<file path="src/rtl/instr_fetch.sv">
// Instruction fetch stage: holds the PC, issues one instruction-memory request at a
// time, registers the returned word for decode and computes the next PC on consume.
module instr_fetch #(
    parameter logic [31:0] RESET_PC = 32'h0000_0000
) (
    input  logic        clk,
    input  logic        n_rst,
    input  logic        stall,
    input  logic [1:0]  pc_src,
    input  logic        uncond_jump,
    input  logic        branch_taken,
    input  logic [31:0] imm,
    input  logic [31:0] rs1_val,
    output logic        imem_req,
    output logic [31:0] imem_addr,
    input  logic        imem_rvalid,
    input  logic [31:0] imem_rdata,
    output logic        instr_valid,
    output logic [31:0] instr,
    output logic [6:0]  opcode,
    output logic [31:0] pc,
    output logic [31:0] pc_plus4,
    output logic        misaligned,
    output logic [31:0] instret
);

    typedef enum logic [1:0] {
        REQ   = 2'd0,
        WAIT  = 2'd1,
        VALID = 2'd2,
        ERR   = 2'd3
    } state_t;

    state_t      state_reg, state_next;
    logic [31:0] pc_reg;
    logic [31:0] pc_next;
    logic [31:0] instr_reg;
    logic [31:0] instret_reg;
    logic        consume;
    logic        target_misaligned;

    assign pc_plus4 = pc_reg + 32'd4;
    assign consume  = (state_reg == VALID) && !stall;
    assign target_misaligned = (pc_next[1:0] != 2'b00);

    // Branch target; pc_src==11 deliberately falls through to sequential fetch.
    always_comb begin
        pc_next = pc_plus4;
        case (pc_src)
            2'b01: begin
                if (uncond_jump || branch_taken) begin
                    pc_next = pc_reg + imm;
                end
            end
            2'b10: pc_next = (rs1_val + imm) & 32'hFFFF_FFFE;
            default: pc_next = pc_plus4;
        endcase
    end

    always_comb begin
        state_next = state_reg;
        case (state_reg)
            REQ:   state_next = WAIT;
            WAIT:  if (imem_rvalid) state_next = VALID;
            VALID: begin
                if (!stall) begin
                    state_next = target_misaligned ? ERR : REQ;
                end
            end
            ERR:   state_next = ERR;
            default: state_next = REQ;
        endcase
    end

    always_ff @(posedge clk or negedge n_rst) begin
        if (!n_rst) begin
            state_reg <= REQ;
        end else begin
            state_reg <= state_next;
        end
    end

    // A misaligned target leaves pc at the offending instruction but still retires it.
    always_ff @(posedge clk or negedge n_rst) begin
        if (!n_rst) begin
            pc_reg      <= RESET_PC;
            instr_reg   <= 32'd0;
            instret_reg <= 32'd0;
        end else begin
            if (state_reg == WAIT && imem_rvalid) begin
                instr_reg <= imem_rdata;
            end
            if (consume) begin
                instret_reg <= instret_reg + 32'd1;
                if (!target_misaligned) begin
                    pc_reg <= pc_next;
                end
            end
        end
    end

    // Request is gated by reset since the state register already reads REQ during reset.
    assign imem_req    = (state_reg == REQ) && n_rst;
    assign imem_addr   = pc_reg;
    assign instr_valid = (state_reg == VALID);
    assign instr       = instr_reg;
    assign opcode      = instr_reg[6:0];
    assign pc          = pc_reg;
    assign misaligned  = (state_reg == ERR);
    assign instret     = instret_reg;

endmodule

</file>
<file path="config.mk">
export PLATFORM = sky130hd
export DESIGN_NAME = instr_fetch
export DESIGN_NICKNAME = d
export VERILOG_FILES = /design/src/rtl/instr_fetch.sv
export SDC_FILE = /design/constraint.sdc
export NUM_CORES = 1
export LEC_CHECK = 0
export CAP_MARGIN = 40
export CORE_MARGIN = 4
export CORE_UTILIZATION = 41
export CTS_CLUSTER_DIAMETER = 50
export DETAILED_ROUTE_END_ITERATION = 10
export GPL_TIMING_DRIVEN = 0
export HOLD_SLACK_MARGIN = 0.06
export PLACE_DENSITY = 0.82
export SLEW_MARGIN = 20
export SYNTH_ARGS = -nofsm -noshare
export SYNTH_HDL_FRONTEND = slang
export SYNTH_SLANG_ARGS = --single-unit
</file>
<file path="constraint.sdc">
create_clock -name clk -period 3.25 [get_ports clk]
set_input_delay 0.65 -clock clk [delete_from_list [all_inputs] [get_ports clk]]
set_output_delay 0.65 -clock clk [all_outputs]
set_load 0.005 [all_outputs]
</file>
# After elaboration in Yosys (flattened, before gate mapping)
# Cells that the tools add are included.
[totals]
out_inout_bits = 170
regBits = 98
input_bits = 104
[classes]
n_eq_ne = 7
bitwise_logic = 1
n_reduce_logical = 9
muxes = 6
addsub = 4
[op_table]
columns = ["operator", "n"]
rows = [
  ["32-bit adder", 2],
  ["32-bit one-hot mux with 2 select lines", 1],
  ["32-bit by 1-bit adder with 32-bit output (second input constant)", 1],
  ["32-bit by 3-bit adder with 32-bit output (second input constant)", 1],
  ["32-bit two-way mux", 1],
  ["2-bit one-hot mux with 4 select lines", 1],
  ["2-bit equality test (second input constant)", 3],
  ["2-bit two-way mux", 3],
  ["2-bit by 1-bit equality test with 1-bit output (second input constant)", 2],
  ["2-bit inequality test (second input constant)", 2],
  ["2-bit AND reduction", 2],
  ["1-bit logical AND", 3],
  ["2-bit zero test", 1],
  ["2-bit nonzero test", 1],
  ["1-bit zero test", 1],
  ["1-bit logical OR", 1],
  ["1-bit NOT", 1],
]

# Longest topological paths before layout
# Gate-level depths: netlist of the first run.
[logic_depth]
ltp_word = 7
depth_mapped = 13
mapped_depth_nobuf = 11

# Least setup slack after synthesis of the first run
# OpenSTA, ideal clock, no wires.
[synth_timing]
kind = "input to register"
startpoint = "input imm[0]"
endpoint = "register pc_reg[24] (netlist: imem_addr[24])"
setup_slack_ns = 0.277
t_arrival_ns = 2.844
path_buffers = 0
t_required_ns = 3.121
setup_time_ns = 0.129
cell_stages = 10
cell_sequence = "and2_1 > fa_1 > a21o_1 > a221oi_2 > o221ai_1 > a311oi_1 > o41ai_1 > xor2_1 > a221oi_1 > o21ai_0"
[synth_between]
elab_chain_cells = 6
[synth_rtl]
columns = ["element", "line_no", "rtl"]
rows = [
  ["from (decl)", "12", "input logic [31:0] imm,"],
  ["32-bit adder", "52", "pc_next = pc_reg + imm;"],
  ["32-bit two-way mux", "51", "if (uncond_jump || branch_taken) begin"],
  ["32-bit one-hot mux with 2 select lines (*)", "49", "case (pc_src)"],
  ["2-bit nonzero test", "44", "assign target_misaligned = (pc_next[1:0] != 2'b00);"],
  ["1-bit NOT (no line)", "--", ""],
  ["2-bit AND reduction (no line)", "--", ""],
  ["to (signal assigned)", "96", "pc_reg <= pc_next;"],
  ["to (decl)", "35", "logic [31:0] pc_reg;"],
]
# Every way passes the cells marked *; elsewhere a longest branch is shown, timed or not.
# A chain may end at the register's enable or synchronous reset.

# Worst setup path in the final report of the first run
[layout_timing]
startpoint = "register pc_reg[8] (netlist: imem_addr[8])"
endpoint = "output pc_plus4[19]"
[layout_between]
elab_chain_cells = 1
[layout_rtl]
columns = ["element", "line_no", "rtl"]
rows = [
  ["32-bit by 3-bit adder with 32-bit output", "42", "assign pc_plus4 = pc_reg + 32'd4;"],
  ["to (decl)", "22", "output logic [31:0] pc_plus4,"],
]
# No other way between the ends.

==> results.md, run 1 <==
- Area contributors post-synth: dfrtp_1, ha_1, xnor2_1
- Via density per instance: 5.87
- Final Cycle Share: 99.5%
- DRT antenna net count: 0
- Syn_area_per_cell: 8.45 um2
- Met3 usage: 5.87%
- Worst ir drop on vdd: 421 uV
- Die height: 155 um
- Routability cong.: 0.960
- Die width: 155 um
- #FFs+latches synth: 98
- Top-count cell post-synth: nand2_1
- Synthesized area: 8860 um2
- Syn Nets: 1219
- Yosys warns: 0
- H-tree levels: 3
- Switching Fraction: 39.2%
- Die ar.: 24000 um2
- Grt total ovfl: 0
- Worst R2R Setup Slack: 220 ps
- RR Endpoint: imem_addr[27]
- 1st-iter DRT viols: 1033
- Run status: finished with violations
- Worst-path maximum fanout: 6
- Final Hold Vio Count: 0
- Power Dens Cells: 593 nW/um2
- Post-Place Cells: 1597
- FF-to-FF Start: imem_addr[0]
- Starting Density: 41.9%
- Top cell type's share of synthesized area: 27.7%
- Crit path kind: flip-flop to primary output
- Worst slew margin: 50.3%
- Overall Global Routing Usage: 26.0%
- Max incr delay on CP: 560 ps
- Worst slew pin tran: 746 ps
- Synth Instances: 1048
- CP Capture Type: primary output
- Synth cell types: 80
- Synth Area in Simple Gates: 18.6%
- CP Launch Type: flip-flop
- Buf/Inv on CP: 3
- Req. time, crit path: 2600 ps
- Worst path slowest cell: clkdlybuf4s50_1
- Minimum clock period: 3230 ps
- Ant diodes: 0
- First-pass GRT wire length: 50400 um
- Area of the multi-input gates: 6240 um2
- Power Internal: 4.71 mW
- Sequence of cells on the critical path: nand3_2, nor3_4, buf_4, buf_4, nand4_1, xnor2_2, clkdlybuf4s50_1
- Fmax: 309 MHz
- Compound-gate portion of the synthesized area: 21.6%
- Max-slew violations: 0
- Vias in the first global route: 9330
- Post-Synth Adder-Cell Area: 9.64%
- Final HPWL DP: 25400 um
- Sequential area share after synthesis: 27.7%
- Residual DRC count: 1
- Non-Filler Instances: 1652
- CTS tree: yes
- Setup Viol. Count Final: 0
- CTS Buf Count: 9
- Clk pwr share: 13.7%
- Commonest cells post-synth: nand2_1, dfrtp_1, a21oi_1
- Comb pwr share: 60.7%
- Worst Hold Class: primary input to async pin
- Main synth FF type: dfrtp_1
- Row count: 53
- Core area: 21200 um2
- Failing checks: design-rule violations
- Layout cells sized above 1: 18.7%
- Hold Buf Count CTS: 0
- Final wirelength: 33400 um
- Root Buffer: clkbuf_16
- Clock transition at path regs: 80 ps
- Final core occ: 61.9%
- Ys async rst share: 100%
- Max Cap Viol: 0
- Boundary Pins: 274
- Layer with the highest usage: met2
- WL/cell: 20.2 um
- RSZ-0062 raised after global routing: true
- Flop pwr share: 25.6%
- Setup Skew: 12.2 ps
- # port buffers: 273
- Leakage: 5.67 nW
- Vias: 9703
- Fillers: 1788
- CP dominant cell by count: buf_4
- Layout net count: 1543
- Worst r2r path cells: 12
- TritonRoute pass-1 iters: 9
- Clk sinks: 98
- Crit path arrival time: 2580 ps
- Met1 Resource Use GR: 34.3%
- Mux cell area share after synthesis: 5.03%
- Largest net degree at the start of global routing: 80
- Critical path's top delay family: buffers and inverters
- Worst hold margin: 148 ps
- P_sw: 3.04 mW
- Cell taking the most area after synthesis: dfrtp_1
- Largest family of logic cells by synthesized area: compound AO/OA/AOI/OAI gates
- Register Area: 2480 um2
- Clock Path Buffers: 2
- Number of synthesized flops with an enable pin: 0
- Initial antenna violation count: 0
- Area Overhead vs Synth: 47.8%
- Post-Synth XOR/XNOR Area: 10.9%
- Met2 usage: 42.7%
- Worst-Skew Late Latency: 350 ps
-- metrics by stage --
stage	setup TNS [ps]	worst slack [ps]	instance area [um2]	total power [mW]
3_5_place_dp	-28940	-1020	12000	6.25
5_1_grt	-390	-101	13100	8.23
4_1_cts	0	4.59	12700	7.55
6_report	0	17.1	13100	7.76
2_1_floorplan	0	277	8860	4.10
3_3_place_gp	-252310	-2800	11900	6.16
-- per-layer routing --
metal | part of all wire [%] | vias to the layer above | wire, um
li1 | - | 4471 | -
met1 | 40 | 4594 | 13400
met2 | 47 | 547 | 15800
met3 | 9.0 | 91 | 3020
met4 | 3.6 | 0 | 1210
met5 | 0 | - | 0
-- logic make-up after synthesis --
logic type,count (synthesis)
and+or+nand+nor,328
buffers and inverters,111
xor gates and xnor gates,109
AOI/OAI and AO/OA,295
muxes,40
adders and majority gates,67
DFF,98
-- worst reg2reg max path: stages (launching register included) --
cell and delay [ps]:
dfrtp_1 460, ha_1 240, inv_1 70, fa_1 420, nor2b_1 140, o21ai_0 140, o2bb2a_2 260, and2_1 160
buf_4 170, nand2_1 290, o31ai_1 120, a31oi_1 290, o211ai_1 130
-- cells in the final DEF, fill, tap and decap left out, types with 5 or more instances in the layout --
| cell | instances |
|---|---|
| a211oi_1 | 6 |
| a21o_1 | 23 |
| a21oi_1 | 78 |
| a22oi_1 | 13 |
| a31oi_1 | 13 |
| and2_1 | 7 |
| and3_1 | 13 |
| buf_4 | 91 |
| clkbuf_1 | 22 |
| clkbuf_16 | 9 |
| clkdlybuf4s50_1 | 258 |
| dfrtp_1 | 76 |
| dfrtp_2 | 22 |
| dlymetal6s2s_1 | 10 |
| ha_1 | 56 |
| ha_4 | 5 |
| inv_1 | 28 |
| mux2_2 | 36 |
| nand2_1 | 97 |
| nand2_2 | 5 |
| nand2b_1 | 5 |
| nand3_1 | 29 |
| nand4_1 | 28 |
| nor2_1 | 67 |
| nor2b_1 | 6 |
| nor3_1 | 13 |
| nor4_1 | 5 |
| o211ai_1 | 14 |
| o21a_1 | 7 |
| o21ai_0 | 61 |
| o21bai_1 | 5 |
| o221ai_1 | 6 |
| o22ai_1 | 5 |
| or3_1 | 9 |
| xnor2_1 | 59 |
| xnor2_2 | 9 |
| xor2_1 | 41 |
-- worst max path at each step --
stage	from	end	slack, ps	depth (start not counted)
4_1_cts	imm[5]	imem_addr[23]	5	10
2_1_floorplan	imm[0]	imem_addr[24]	280	10
6_report	imem_addr[8]	pc_plus4[19]	20	7
3_3_place_gp	n_rst	imem_req	-2800	3
3_5_place_dp	pc_src[0]	imem_addr[18]	-1020	12
5_1_grt	imem_addr[10]	pc_plus4[28]	-100	9
-- power groups by stage --
stage	logic, mW	registers (mW)	clock network (mW)
final	4.71	1.98	1.06
after global routing	5.07	2.03	1.13
after CTS	4.46	2.00	1.09
after detailed placement	4.21	2.04	0
after global placement	4.14	2.02	0
after floorplan	2.17	1.93	0
-- cell type report --
cell class                      instances  area share, %
Buffer                                 73           3.62
Clock buffer                           10           1.75
Clock inverter                          6          0.440
Inverter                               28          0.803
Multi-Input combinational cell        839           47.7
Sequential cell                        98           18.9
Tap cell                              275           2.63
Timing Repair Buffer                  323           24.1
-- what timing repair did --
| action | in CTS | in global routing |
|---|---|---|
| gates cloned | 0 | 0 |
| endpoints found under the setup margin | 51 | 28 |
| setup buffers | 25 | 24 |
| gates resized for setup | 75 | 55 |
| pin swaps | 17 | 18 |
(Power assumes the default switching activity.)
==> inputs of run 2 (changes only) <==
--- a/config.mk
+++ b/config.mk
@@ -6,7 +6,6 @@
 export NUM_CORES = 1
 export LEC_CHECK = 0
 export CAP_MARGIN = 40
-export CORE_MARGIN = 4
 export CORE_UTILIZATION = 41
 export CTS_CLUSTER_DIAMETER = 50
 export DETAILED_ROUTE_END_ITERATION = 10
==> run 2 against run 1 <==
Effect of this change: the run now ends clean; final cell count fell by 1.0%; count of clock-buffer cells in the layout did not move; wire length shrank 4.7%; first-iteration DRC count decreased by 27%; combinational power is 3% lower; final area shrank 1.3%; register-to-register slack worse by 50 ps; clock skew down 4.3 ps; sequential cell count did not move; via count is 1.1% lower; clock power about the same; maximum frequency rose by 0.78%.
==> results.md, run 2 (synthesized netlist as in run 1, its figures left out) <==
- Core area: 21100 um2 (was 21200 um2)
- Row count: 53 (unchanged)
- Crit path arrival time: 3400 ps (was 2580 ps)
- Leakage: 5.52 nW (was 5.67 nW)
- Max-slew violations: 0 (unchanged)
- Final HPWL DP: 24500 um (was 25400 um)
- Root Buffer: clkbuf_16 (unchanged)
- Worst ir drop on vdd: 458 uV (was 421 uV)
- Layout cells sized above 1: 17.2% (was 18.7%)
- Vias in the first global route: 9133 (was 9330)
- Routability cong.: 0.946 (was 0.960)
- Die width: 149 um (was 155 um)
- Most frequent cells in the layout: clkdlybuf4s50_1, nand2_1, a21oi_1, dfrtp_1, buf_4 (was clkdlybuf4s50_1, nand2_1, buf_4, a21oi_1, dfrtp_1)
- Post-DP Area: 12000 um2 (unchanged)
- 1st-iter DRT viols: 754 (was 1033)
- Worst-Skew Late Latency: 340 ps (was 350 ps)
- Grt total ovfl: 0 (unchanged)
- RR Endpoint: imem_addr[30] (was imem_addr[27])
- Run status: completed (was finished with violations)
- WL/cell: 19.5 um (was 20.2 um)
- Minimum clock period: 3210 ps (was 3230 ps)
- Post-Layout Inst Area: 12900 um2 (was 13100 um2)
- Final worst slack: 42.0 ps (was 17.1 ps)
- CTS Buf Count: 9 (unchanged)
- CP Capture Type: flip-flop (was primary output)
- TritonRoute pass-1 iters: 5 (was 9)
- CP Launch Type: primary input (was flip-flop)
- Initial antenna violation count: 0 (unchanged)
- Final wirelength: 31800 um (was 33400 um)
- H-tree levels: 3 (unchanged)
- Hold Buf Count CTS: 0 (unchanged)
- Setup Skew: 7.83 ps (was 12.2 ps)
- Largest net degree at the start of global routing: 73 (was 80)
- Boundary Pins: 274 (unchanged)
- Vias: 9596 (was 9703)
- # port buffers: 273 (unchanged)
- Setup Viol. Count Final: 0 (unchanged)
- Clock Path Buffers: 2 (unchanged)
- Layout net count: 1526 (was 1543)
- Worst Hold Class: primary input to async pin (unchanged)
- Power Dens Cells: 593 nW/um2 (about the same)
- First-pass GRT wire length: 48500 um (was 50400 um)
- Final core occ: 61.3% (was 61.9%)
- Clock transition at path regs: 70 ps (was 80 ps)
- FF-to-FF Start: imem_addr[0] (unchanged)
- Most common library cell in the layout ignoring fill and taps: clkdlybuf4s50_1 (unchanged)
- Worst r2r path cells: 11 (was 12)
- Ant diodes: 0 (unchanged)
- Residual DRC count: 0 (was 1)
- Dpl ws: -1030 ps (was -1020 ps)
- Final Cycle Share: 98.7% (was 99.5%)
- Via density per instance: 5.87 (about the same)
- RSZ-0062 raised after global routing: true (unchanged)
- Worst slew margin: 48.8% (was 50.3%)
- Clk sinks: 98 (unchanged)
- DRT antenna net count: 0 (unchanged)
- Worst hold margin: 182 ps (was 148 ps)
- Crit path kind: primary input to flip-flop (was flip-flop to primary output)
- Worst-path maximum fanout: 5 (was 6)
- Fmax: 312 MHz (was 309 MHz)
- Area Overhead vs Synth: 45.9% (was 47.8%)
- Die ar.: 22200 um2 (was 24000 um2)
- Final Hold Vio Count: 0 (unchanged)
- Die height: 149 um (was 155 um)
- Overall Global Routing Usage: 27.8% (was 26.0%)
- CTS tree: yes (unchanged)
- Starting Density: 42.0% (was 41.9%)
- Worst R2R Setup Slack: 170 ps (was 220 ps)
- Max Cap Viol: 0 (unchanged)
- Worst slew pin tran: 767 ps (was 746 ps)
- Req. time, crit path: 3450 ps (was 2600 ps)
==> run 2: how the worst max path moves through the flow <==
stage / startpoint / endpoint / depth (start not counted)
after floorplan: imm[0] / imem_addr[24] / 10
after global placement: n_rst / imem_req / 3
after detailed placement: pc_src[0] / imem_addr[18] / 12
after CTS: imem_addr[4] / pc_plus4[27] / 8
after global routing: rs1_val[1] / imem_addr[28] / 10
final: rs1_val[1] / imem_addr[28] / 10
==> run 2: metrics by stage <==
| step | std cells | TNS [ps] | power [mW] |
|---|---|---|---|
| 3_5_place_dp | 1597 | -28100 | 6.22 |
| 2_1_floorplan | 1048 | 0 | 4.10 |
| 4_1_cts | 1630 | -139 | 7.48 |
| 5_1_grt | 1635 | -21.4 | 8.12 |
| 3_3_place_gp | 1596 | -251030 | 6.13 |
| 6_report | 1635 | 0 | 7.67 |
==> run 2: per-layer routing <==
layer | up-vias | part of all wire [%] | track usage (%) | wire length [um]
met5 | - | 0 | 0 | 0
met4 | 0 | 2.8 | 8.32 | 893
li1 | 4426 | - | - | -
met3 | 69 | 7.8 | 4.19 | 2490
met2 | 477 | 47 | 45.7 | 15000
met1 | 4624 | 42 | 37.7 | 13500
==> run 2: power by group <==
group          total [mW]  internal [mW]  switching [mW]
registers            2.03           1.58           0.457
logic                4.57           2.53            2.04
clock network        1.07          0.558           0.510
==> run 2: area by class of cell <==
class | instances | area (um2)
Fill cell | 1796 | 8160
Multi-Input combinational cell | 839 | 6220
Timing Repair Buffer | 305 | 3010
Sequential cell | 98 | 2480
Buffer | 74 | 478
Tap cell | 275 | 344
Clock buffer | 10 | 239
Inverter | 28 | 105
Clock inverter | 6 | 55.1
==> run 2: critical path: stages <==
cell and delay (ps):
clkdlybuf4s50_1 450, fa_2 360, a21o_1 220, a221oi_4 410, o221ai_2 220, a311oi_2 380, nor2_2 110, a31oi_1 250
xor2_1 220, o211ai_1 130
==> run 2: what timing repair did <==
action / CTS / global route
pin swaps: 13 / 24
gates resized for setup: 77 / 50
buffers inserted: 19 / 12
endpoints found under the hold margin: 0 / 0
setup endpoints to repair: 50 / 26
